File: config.mk
export PLATFORM = sky130hd
export DESIGN_NAME = gesture_cfg_seq
export DESIGN_NICKNAME = d
export VERILOG_FILES = /design/src/rtl/gesture_cfg_seq.sv
export SDC_FILE = /design/constraint.sdc
export NUM_CORES = 1
export LEC_CHECK = 0
export BUFFER_PORTS_ARGS = -buffer_cell sky130_fd_sc_hd__buf_4
export CAP_MARGIN = 20
export CORE_AREA = 2 2 113 115
export DETAILED_ROUTE_END_ITERATION = 8
export DIE_AREA = 0 0 115 117
export MAX_ROUTING_LAYER = met4
export PLACE_DENSITY = 0.65
export SYNTH_ARGS = -nofsm -noshare
export SYNTH_HDL_FRONTEND = slang
export SYNTH_SLANG_ARGS = --single-unit
File: constraint.sdc
create_clock -name sys_clk -period 6 [get_ports sys_clk]
set_clock_uncertainty 0.2 [all_clocks]
set_input_delay 0 -clock sys_clk [delete_from_list [all_inputs] [get_ports sys_clk]]
set_output_delay 0 -clock sys_clk [all_outputs]
set_load 0.01 [all_outputs]
File: src/rtl/gesture_cfg_seq.sv
// gesture_cfg_seq: transaction sequencer for the gesture sensor's byte-level
// I2C master. It wakes the sensor, writes the init table one register per
// transaction (with bounded retry on NACK), then polls the gesture flag
// register and reports non-zero readings.
module gesture_cfg_seq #(
  parameter int         CLK_FREQ_HZ  = 50_000_000,
  parameter int         WAKE_WAIT_US = 1000,
  parameter int         POLL_US      = 10000,
  parameter logic [7:0] INIT_NUM     = 8'd51,
  parameter logic [1:0] MAX_RETRY    = 2'd3,
  parameter logic [7:0] GEST_REG     = 8'h43
) (
  input  logic        sys_clk,
  input  logic        sys_rst,
  input  logic        en,
  output logic [7:0]  cfg_addr,
  input  logic [15:0] cfg_data,
  output logic        i2c_start,
  output logic        i2c_wr,
  output logic [7:0]  i2c_reg,
  output logic [7:0]  i2c_wdata,
  input  logic        i2c_done,
  input  logic        i2c_ack_err,
  input  logic [7:0]  i2c_rdata,
  output logic        init_done,
  output logic        gest_valid,
  output logic [7:0]  gest_data,
  output logic        err
);

  localparam logic [31:0] TICK_LAST = 32'(CLK_FREQ_HZ / 1_000_000 - 1);
  localparam logic [31:0] WAKE_LAST = 32'(WAKE_WAIT_US - 1);
  localparam logic [31:0] POLL_LAST = 32'(POLL_US - 1);
  localparam logic [7:0]  LAST_IDX  = INIT_NUM - 8'd1;

  typedef enum logic [3:0] {
    S_IDLE      = 4'd0,
    S_WAKE      = 4'd1,
    S_WAKE_WAIT = 4'd2,
    S_CFG_LOAD  = 4'd3,
    S_CFG_REQ   = 4'd4,
    S_CFG_WAIT  = 4'd5,
    S_POLL_WAIT = 4'd6,
    S_POLL_REQ  = 4'd7,
    S_POLL_RD   = 4'd8,
    S_FAIL      = 4'd9
  } state_t;

  state_t      state_q, state_d;
  logic [31:0] tick_cnt;
  logic        tick;
  logic [31:0] dly_cnt;
  logic [1:0]  retry;
  logic        busy;   // wake access issued and still outstanding

  assign tick = (tick_cnt == TICK_LAST);

  // Free-running 1 us tick divider.
  always_ff @(posedge sys_clk or posedge sys_rst) begin
    if (sys_rst)   tick_cnt <= '0;
    else if (tick) tick_cnt <= '0;
    else           tick_cnt <= tick_cnt + 32'd1;
  end

  // Delay counter: counts ticks since entry into the current state.
  always_ff @(posedge sys_clk or posedge sys_rst) begin
    if (sys_rst)                dly_cnt <= '0;
    else if (state_d != state_q) dly_cnt <= '0;
    else if (tick)              dly_cnt <= dly_cnt + 32'd1;
  end

  // State register.
  always_ff @(posedge sys_clk or posedge sys_rst) begin
    if (sys_rst) state_q <= S_IDLE;
    else         state_q <= state_d;
  end

  // Next-state logic; en is only looked at in IDLE, POLL_WAIT and FAIL so a
  // transaction in flight always runs to its i2c_done.
  always_comb begin
    state_d = state_q;
    case (state_q)
      S_IDLE:      if (en) state_d = S_WAKE;
      // The sleeping sensor NACKs the wake access, so ack_err is ignored.
      S_WAKE:      if (busy && i2c_done) state_d = S_WAKE_WAIT;
      S_WAKE_WAIT: if (tick && dly_cnt == WAKE_LAST) state_d = S_CFG_LOAD;
      S_CFG_LOAD:  state_d = S_CFG_REQ;
      S_CFG_REQ:   state_d = S_CFG_WAIT;
      S_CFG_WAIT: begin
        if (i2c_done) begin
          if (!i2c_ack_err)
            state_d = (cfg_addr == LAST_IDX) ? S_POLL_WAIT : S_CFG_LOAD;
          else if (retry < MAX_RETRY)
            state_d = S_CFG_REQ;
          else
            state_d = S_FAIL;
        end
      end
      S_POLL_WAIT: begin
        if (!en)                               state_d = S_IDLE;
        else if (tick && dly_cnt == POLL_LAST) state_d = S_POLL_REQ;
      end
      S_POLL_REQ:  state_d = S_POLL_RD;
      S_POLL_RD:   if (i2c_done) state_d = S_POLL_WAIT;
      S_FAIL:      if (!en) state_d = S_IDLE;
      default:     state_d = S_IDLE;
    endcase
  end

  // Registered request/result outputs. The lookup port has one cycle of
  // latency, so cfg_data is valid in CFG_REQ (CFG_LOAD covers the latency)
  // and is captured together with the start pulse.
  always_ff @(posedge sys_clk or posedge sys_rst) begin
    if (sys_rst) begin
      cfg_addr   <= '0;
      i2c_start  <= 1'b0;
      i2c_wr     <= 1'b0;
      i2c_reg    <= '0;
      i2c_wdata  <= '0;
      init_done  <= 1'b0;
      gest_valid <= 1'b0;
      gest_data  <= '0;
      err        <= 1'b0;
      retry      <= '0;
      busy       <= 1'b0;
    end else begin
      i2c_start  <= 1'b0;
      gest_valid <= 1'b0;
      case (state_q)
        S_IDLE: begin
          init_done <= 1'b0;
          busy      <= 1'b0;
          retry     <= '0;
        end
        S_WAKE: begin
          if (!busy) begin
            i2c_start <= 1'b1;
            i2c_wr    <= 1'b1;
            i2c_reg   <= 8'h00;
            i2c_wdata <= 8'h00;
            busy      <= 1'b1;
          end else if (i2c_done) begin
            busy <= 1'b0;
          end
        end
        S_WAKE_WAIT: begin
          if (state_d == S_CFG_LOAD) begin
            cfg_addr <= '0;
            retry    <= '0;
          end
        end
        S_CFG_REQ: begin
          i2c_start <= 1'b1;
          i2c_wr    <= 1'b1;
          i2c_reg   <= cfg_data[15:8];
          i2c_wdata <= cfg_data[7:0];
        end
        S_CFG_WAIT: begin
          if (i2c_done) begin
            if (!i2c_ack_err) begin
              retry <= '0;
              if (cfg_addr == LAST_IDX) init_done <= 1'b1;
              else                      cfg_addr  <= cfg_addr + 8'd1;
            end else if (retry < MAX_RETRY) begin
              retry <= retry + 2'd1;
            end else begin
              err <= 1'b1;
            end
          end
        end
        S_POLL_WAIT: begin
          if (!en) init_done <= 1'b0;
        end
        S_POLL_REQ: begin
          i2c_start <= 1'b1;
          i2c_wr    <= 1'b0;
          i2c_reg   <= GEST_REG;
          i2c_wdata <= 8'h00;
        end
        S_POLL_RD: begin
          // A NACKed or empty read is simply dropped.
          if (i2c_done && !i2c_ack_err && i2c_rdata != 8'h00) begin
            gest_data  <= i2c_rdata;
            gest_valid <= 1'b1;
          end
        end
        default: ;
      endcase
    end
  end

endmodule
Word level (Yosys, flattened, before mapping)
Index checks and enable logic that the tools add are counted.

Reductions and logical operators: 21. Order comparisons: 1. Bitwise operators: 1. Mux-type cells: 42. Add/subtract/negate cells: 4. Eq/ne operators: 23.

Operators by type and width (count): $mux 32 (3); $add 32x1->32 const B (2); $pmux 8 s3 (2); $mux 4 (10); $mux 8 (5); $pmux 4 s10 (1); $eq 32x10->1 const B (1); $eq 32x14->1 const B (1); $eq 32x6->1 const B (1); $eq 4x3->1 const B (4); $pmux 8 s2 (1); $ne 2x2->1 const B (7); $eq 4x2->1 const B (3); $mux 1 (10); $reduce_and 5->1 (2); $reduce_bool 3->1 (3); $add 8x1->8 const B (1); $eq 4x4->1 const B (2); $eq 8x6->1 const B (1); $mux 2 (4); $reduce_and 4->1 (2); $reduce_bool 8->1 (1); $pmux 1 s3 (2); $pmux 2 s3 (1); other kinds (14) (22).

Word-level logic and storage cells: 106. Register bits: 108. Output and inout port bits: 37. Input port bits: 29.

Logic depth before layout (Yosys ltp)
Gate-level depths: netlist of the first run.

Depth in word-level cells: 8. Depth in mapped cells: 9. Depth with buffers taken out: 8.

Worst setup path after synthesis of the first run
OpenSTA, ideal clock, no wires.

Path kind: register to register. From: reg cfg_addr[0]. To: reg cfg_addr[5]. Data arrival time: 2.137 ns. Library setup time: 0.078 ns. Path slack: 3.585 ns. Data required time: 5.722 ns. Cell stages (with the launch flop): 10. Period minus slack after synthesis: 2.415 ns. Path buffers: 1. Path through: dfrtp_1 > inv_1 > ha_1 > nand4b_1 > o221ai_1 > a211o_1 > a21o_1 > buf_2 > or4_1 > a21boi_1.

Cells in the longest elaborated chain, start to end: 8. Elaborated cells on any way between the ends: 14. Those cells by class: add/sub: 1; eq/ne: 4; mux: 8; reduce/logical: 1.

RTL lines: start, declared (line 16) `output logic [7:0] cfg_addr,`; start signal, assigned (line 163) `else cfg_addr <= cfg_addr + 8'd1;`; $eq 8x6->1 (line 92) `state_d = (cfg_addr == LAST_IDX) ? S_POLL_WAIT : S_CFG_LOAD;`; $mux 3 (line 92); $mux 4 (line 91) `if (!i2c_ack_err)`; $mux 4 (line 90) `if (i2c_done) begin`; $pmux 4 s10 (line 82) `case (state_q)`; via state_d[2] (line 49) `state_t state_q, state_d;`; $eq 4x2->1 (line 147) `if (state_d == S_CFG_LOAD) begin`; $ne 2x2->1 (no source line); $reduce_and 5->1 (no source line).

The timed path passes the listed nets, and every way through them passes these cells. The select of a mux whose other input is x is not followed. A chain may end at the register's enable or synchronous reset.

Final worst setup path of the first run
From: reg tick_cnt[7]. To: reg cfg_addr[6].

Cells in the longest elaborated chain, start to end: 8. Elaborated cells on any way between the ends: 10. Those cells by class: eq/ne: 3; mux: 4; reduce/logical: 3.

RTL lines: start, declared (line 50) `logic [31:0] tick_cnt;`; start signal, assigned (line 62) `else tick_cnt <= tick_cnt + 32'd1;`; $eq 32x6->1 (*) (line 56) `assign tick = (tick_cnt == TICK_LAST);`; $logic_and 1x1->1 (line 101) `else if (tick && dly_cnt == POLL_LAST) state_d = S_POLL_REQ;`; $mux 4 (line 101); $mux 4 (line 100) `if (!en) state_d = S_IDLE;`; $pmux 4 s10 (*) (line 82); $eq 4x2->1 (*) (line 147); $ne 2x2->1 (no source line) (*); $reduce_and 5->1 (no source line) (*).

Every way passes the cells marked *; elsewhere a longest branch is shown, timed or not.

==> run metrics, run 1 <==
outcome=finished clean; Worst-Skew Late Latency=0.35 ns; Post-Place Cells=727; critical setup path kind=flip-flop to flip-flop; top-count cell post-synth=dfrtp_1; CTS clk-pin slew, worst paths=0.07 ns; CP bufs+invs=0; Die Span X=115 um; Tmin final=2.97 ns; Synth area leader=dfrtp_1; Routed Antenna Nets=0; Nets=654; routability congestion estimate=0.833; Post-synth top flop=dfrtp_1; FF+latch count, synth=108; CP cell instances=nor4_1 > nand4_1 > nor4_2 > a21boi_1 > or4_1 > a21boi_0; largest net degree at the start of global routing=59; Core Area=12300 um2; max-slew violations=0; Setup Viol. Count Final=0; Area Overhead vs Synth=23.1%; worst min-delay path class=primary input to async pin; FILL cells=1066; synthesized area per cell=10.2 um2; CP Max Fanout=13; Hold Fails Final Rpt=0; Syn Std Cell Area=5360 um2; leakage=3.04 nW; end of the worst register-to-register path=cfg_addr[6]; CP Capture Type=flip-flop; layout cells sized above 1=0.162; # DRC=0; GRT Total Usage=0.190; Starting Density=0.436; die area=13500 um2; DRT Wirelength=11.7 mm; Syn Nets=562; Worst Path Required=6.07 ns; Post-synth EDFFs=0; H-tree levels=3; fraction of registers with async set/reset=1.00; Crit. path cell count=6; CTS tree=built; DRT Pass-1 Iters=4; antenna cells=0; CP top delay family=simple AND/OR/NAND/NOR gates; vias per cell=5.50; Max Fclk=0.337 GHz; WP data arrival=3.04 ns; num ports=66; commonest cells in the synthesized netlist=dfrtp_1 (108), nor2_1 (57), xor2_1 (40); Crit-path slowest cell=or4_1; share of the synthesized area in the top cell type=0.504; Port Buffers=65; peak supply drop=0.160 mV; reg-to-reg startpoint=tick_cnt[7]; DP Area=5990 um2; Final period util=0.495; initial antenna violation count=0; critical path's largest stage delay=0.57 ns; Top Registers=dly_cnt: 32 flops, tick_cnt: 32 flops; clock tree buffer depth=2; Core Rows=41; Least-Margin Pin Slew=0.896 ns; vias in the first global route=4230; Root Buffer=clkbuf_16; Synth Instances=527; total negative slack=0 ns; DPL Wire Length=7.76 mm; Netlist cell types=55; drt wl/cell=15.1 um; relative slew slack=0.400; Critical Path Start Type=flip-flop; GRT overflow=0; via count=4259; Pwr Total=2.24 mW; FF+latch area=2700 um2; chip height=117 um; area of the multi-input gates=2520 um2; # Max-Cap Violations=0; first-pass GRT wire length=19.8 mm; worst-case reg-to-reg path depth=6; DRT iter0 DRCs=213; reg2reg setup slack=3.03 ns; RSZ-0062 raised after global routing=false; Clock Sinks=108; Setup Buffers After CTS=0; top cells by area, synth=dfrtp_1 (50%), xor2_1 (6.5%), nor2_1 (4.0%), nand3_1 (3.3%), xnor2_1 (3.1%); Synthesis Warnings=0; Finished Cell Area=6600 um2; CTS Buf Count=9; pwr/cell area=339 nW/um2; sequential area share after synthesis=0.504; Final Instance Count excl. Fillers=774
repair_timing:
item,4_1_cts,5_1_grt
gates resized for setup,0,0
hold endpoints to repair,90,0
hold buffers,31,0
routing by layer:
metal  global-route usage  wire length (um)
met5                    -                 0
met4               0.0908               286
met1                0.240              5420
met2                0.298              5590
met3               0.0340               398
logic make-up after synthesis:
group	after synthesis	share of synthesized area
AND/OR/NAND/NOR	240	0.241
flip-flops	108	0.504
AO/OA/AOI/OAI	69	0.0945
XOR/XNOR	59	0.0964
buffers and inverters	33	0.0252
multiplexers	12	0.0245
adder cells (fa/ha/maj)	6	0.0140
through the flow:
step           worst slack, ns  hold slack [ns]  utilization
2_1_floorplan             2.95          -0.0702            -
3_3_place_gp              3.19          -0.0420        0.487
3_5_place_dp              3.05          -0.0329        0.487
4_1_cts                   3.03            0.137        0.536
5_1_grt                   2.73            0.208        0.536
6_report                  3.03            0.120        0.536
worst max path at each step:
stage	startpoint	end	slack, ns
after floorplan	sys_rst	busy	2.95
after global placement	tick_cnt[7]	cfg_addr[7]	3.19
after detailed placement	tick_cnt[7]	cfg_addr[6]	3.05
after CTS	tick_cnt[7]	cfg_addr[6]	3.03
after global routing	tick_cnt[24]	cfg_addr[7]	2.73
final	tick_cnt[7]	cfg_addr[6]	3.03
power breakdown:
group          switching, mW  internal, mW
registers              0.107         0.828
logic                  0.381         0.333
clock network          0.270         0.317
total                  0.758          1.48
area by class of cell:
type,count,share of cell area
tap,150,0.0284
inverter,13,0.00777
sequential,108,0.409
multi-input combinational,386,0.382
timing repair buffer,101,0.127
clock buffer,12,0.0404
clock inverter,4,0.00493
worst register-to-register path, stage by stage (launching register included):
cell and delay, ns:
dfrtp_1 0.44, nor4_1 0.36, nand4_1 0.29, nor4_2 0.49
a21boi_1 0.35, or4_1 0.57, a21boi_0 0.18
cells in the final DEF, fill, tap and decap left out, types with 12 or more instances in the layout:
master         synthesis  layout
nor4_1                14      14
xnor2_1               19      19
nand3_1               35      35
inv_1                 13      12
nand2_1               36      36
dlygate4sd3_1          0      31
nand4_1               19      19
nor2_1                57      57
buf_4                  1      70
and3_1                14      14
a22o_1                15      15
dfrtp_1              108     108
xor2_1                40      40
Note: power is estimated with default switching activity, not from simulation.
==> run 2, diff against run 1 <==
--- a/config.mk
+++ b/config.mk
@@ -11,7 +11,7 @@
 export DETAILED_ROUTE_END_ITERATION = 8
 export DIE_AREA = 0 0 115 117
 export MAX_ROUTING_LAYER = met4
-export PLACE_DENSITY = 0.65
+export PLACE_DENSITY = 0.68
 export SYNTH_ARGS = -nofsm -noshare
 export SYNTH_HDL_FRONTEND = slang
 export SYNTH_SLANG_ARGS = --single-unit
==> constraint.sdc (replaced) <==
create_clock -name sys_clk -period 2.4 [get_ports sys_clk]
set_clock_uncertainty 0.2 [all_clocks]
set_input_delay 0 -clock sys_clk [delete_from_list [all_inputs] [get_ports sys_clk]]
set_output_delay 0 -clock sys_clk [all_outputs]
set_load 0.01 [all_outputs]
==> run metrics, run 2 (synthesized netlist as in run 1, its figures left out) <==
outcome=finished, violations left; failing checks=negative setup slack; vias in the first global route=4568 (+8.0%); Area Overhead vs Synth=40.1%; DRT Pass-1 Iters=6 (+2); Least-Margin Pin Slew=0.571 ns (-0.326 ns); CTS tree=built; Hold Fails Final Rpt=0 (unchanged); peak supply drop=0.361 mV (+130%); Crit-path slowest cell=or4_4; commonest non-fill, non-tap cell in the layout=buf_4; Starting Density=0.436 (unchanged); most frequent cells in the layout=buf_4 (157), dfrtp_1 (106), nor2_1 (56); vias per cell=5.36 (-2.5%); initial antenna violation count=0 (unchanged); relative slew slack=0.620 (+0.219); Core Area=12300 um2 (unchanged); drt wl/cell=14.7 um (-2.6%); CP top delay family=simple AND/OR/NAND/NOR gates; Min Hold Slack=0.161 ns (+0.0403 ns); Setup Slack @ Placement=-0.252 ns (-3.30 ns); chip height=117 um (unchanged); RSZ-0062 raised after global routing=true; Tmin final=2.43 ns (-0.541 ns); GRT overflow=0 (unchanged); Clock Sinks=108 (unchanged); layout cells sized above 1=0.306 (+0.144); Root Buffer=clkbuf_16; # DRC=0 (unchanged); Final Util=0.610 (+0.0739); num ports=66 (unchanged); CP Max Fanout=32 (+19); Die Span X=115 um (unchanged); via count=4646 (+9.1%); Final period util=1.01 (+0.516); Nets=746 (+14%); H-tree levels=3 (unchanged); DRT Wirelength=12.7 mm (+8.9%); die area=13500 um2 (unchanged); Worst Path Required=2.44 ns (-3.63 ns); clock tree buffer depth=2 (unchanged); DPL Wire Length=8.45 mm (+8.9%); max-slew violations=0 (unchanged); pwr/cell area=804 nW/um2 (+140%); leakage=3.59 nW (+18%); Final Instance Count excl. Fillers=866 (+12%); Worst-Skew Late Latency=0.35 ns (about the same); Core Rows=41 (unchanged); critical path's largest stage delay=0.54 ns (-0.03 ns); first-pass GRT wire length=21.5 mm (+8.3%); routability congestion estimate=0.860 (+3.2%); post-layout worst setup margin=-0.0268 ns (-3.06 ns); Max Fclk=0.412 GHz (+22%); GRT Total Usage=0.207 (+0.0166); Top Registers=dly_cnt: 32 flops, tick_cnt: 32 flops; # Max-Cap Violations=0 (unchanged); Port Buffers=65 (unchanged); largest net degree at the start of global routing=109 (+85%); CTS Buf Count=9 (unchanged); antenna cells=0 (unchanged); Pwr Total=6.04 mW (+170%); WP data arrival=2.46 ns (-0.58 ns); worst min-delay path class=primary input to async pin; Routed Antenna Nets=0 (unchanged); Post-Place Cells=809 (+11%); CP Capture Type=flip-flop; CTS clk-pin slew, worst paths=0.07 ns (about the same); Setup Viol. Count Final=31 (+31); CP cell instances=or4_4 > o221ai_2 > a211o_1 > mux2_4 > o221ai_4 > buf_12 > nor2_1; CP bufs+invs=1 (+1); critical setup path kind=flip-flop to flip-flop; Critical Path Start Type=flip-flop; DRT iter0 DRCs=346 (+62%)
-- run 2: timing repair --
item | CTS | global route
buffers inserted | 4 | 6
resized for setup | 16 | 22
setup endpoints to repair | 41 | 45
endpoints found under the hold margin | 141 | 0
cloned | 0 | 1
pin swaps | 7 | 8
hold buffers | 30 | 0
-- run 2: layer usage --
metal | global-route usage | wire length (um) | vias up
li1 | - | - | 2260
met1 | 0.262 | 5770 | 2278
met2 | 0.340 | 6320 | 88
met3 | 0.0355 | 410 | 20
met4 | 0.0667 | 229 | 0
met5 | - | 0 | -
-- run 2: worst reg2reg max path: cells and delay by family (launching register included) --
kind            cells  cell delay (ns)
simple gates        2             0.63
compound gates      3             0.56
flops               1             0.39
mux                 1             0.33
buf+inv             1             0.22
-- run 2: worst paths after layout --
kind,startpoint,endpoint,slack (ns),depth (start not counted)
min in group sys_clk,cfg_data[12],i2c_reg[4],0.22,3
hold reg to reg,i2c_wr,i2c_wr,0.29,1
setup / recovery,cfg_addr[6],dly_cnt[28],-0.03,7
setup reg to reg,cfg_addr[6],dly_cnt[28],-0.03,7
max in group asynchronous,sys_rst,state_q[3],1.38,4
hold / removal,sys_rst,i2c_wdata[2],0.16,4
-- run 2: metrics by stage --
step	area, um2	TNS, ns
floorplan	5370	-0.324
global placement	6650	-1.70
detailed placement	6650	-2.76
CTS	7350	-0.0640
global route	7510	-3.55
finish	7510	-0.524
-- run 2: power by group --
part / leakage, nW / switching [mW] / total (mW) / internal, mW
sequential: 1.44 / 0.184 / 2.26 / 2.07
clock: 0.140 / 0.713 / 1.44 / 0.730
combinational: 2.00 / 1.17 / 2.34 / 1.16
-- run 2: layout make-up --
type | count | area (um2)
tap | 150 | 188
sequential | 108 | 2710
multi-input combinational | 386 | 2710
clock inverter | 7 | 65.1
timing repair buffer | 193 | 1570
clock buffer | 9 | 225
fill | 972 | 4800
inverter | 13 | 52.6
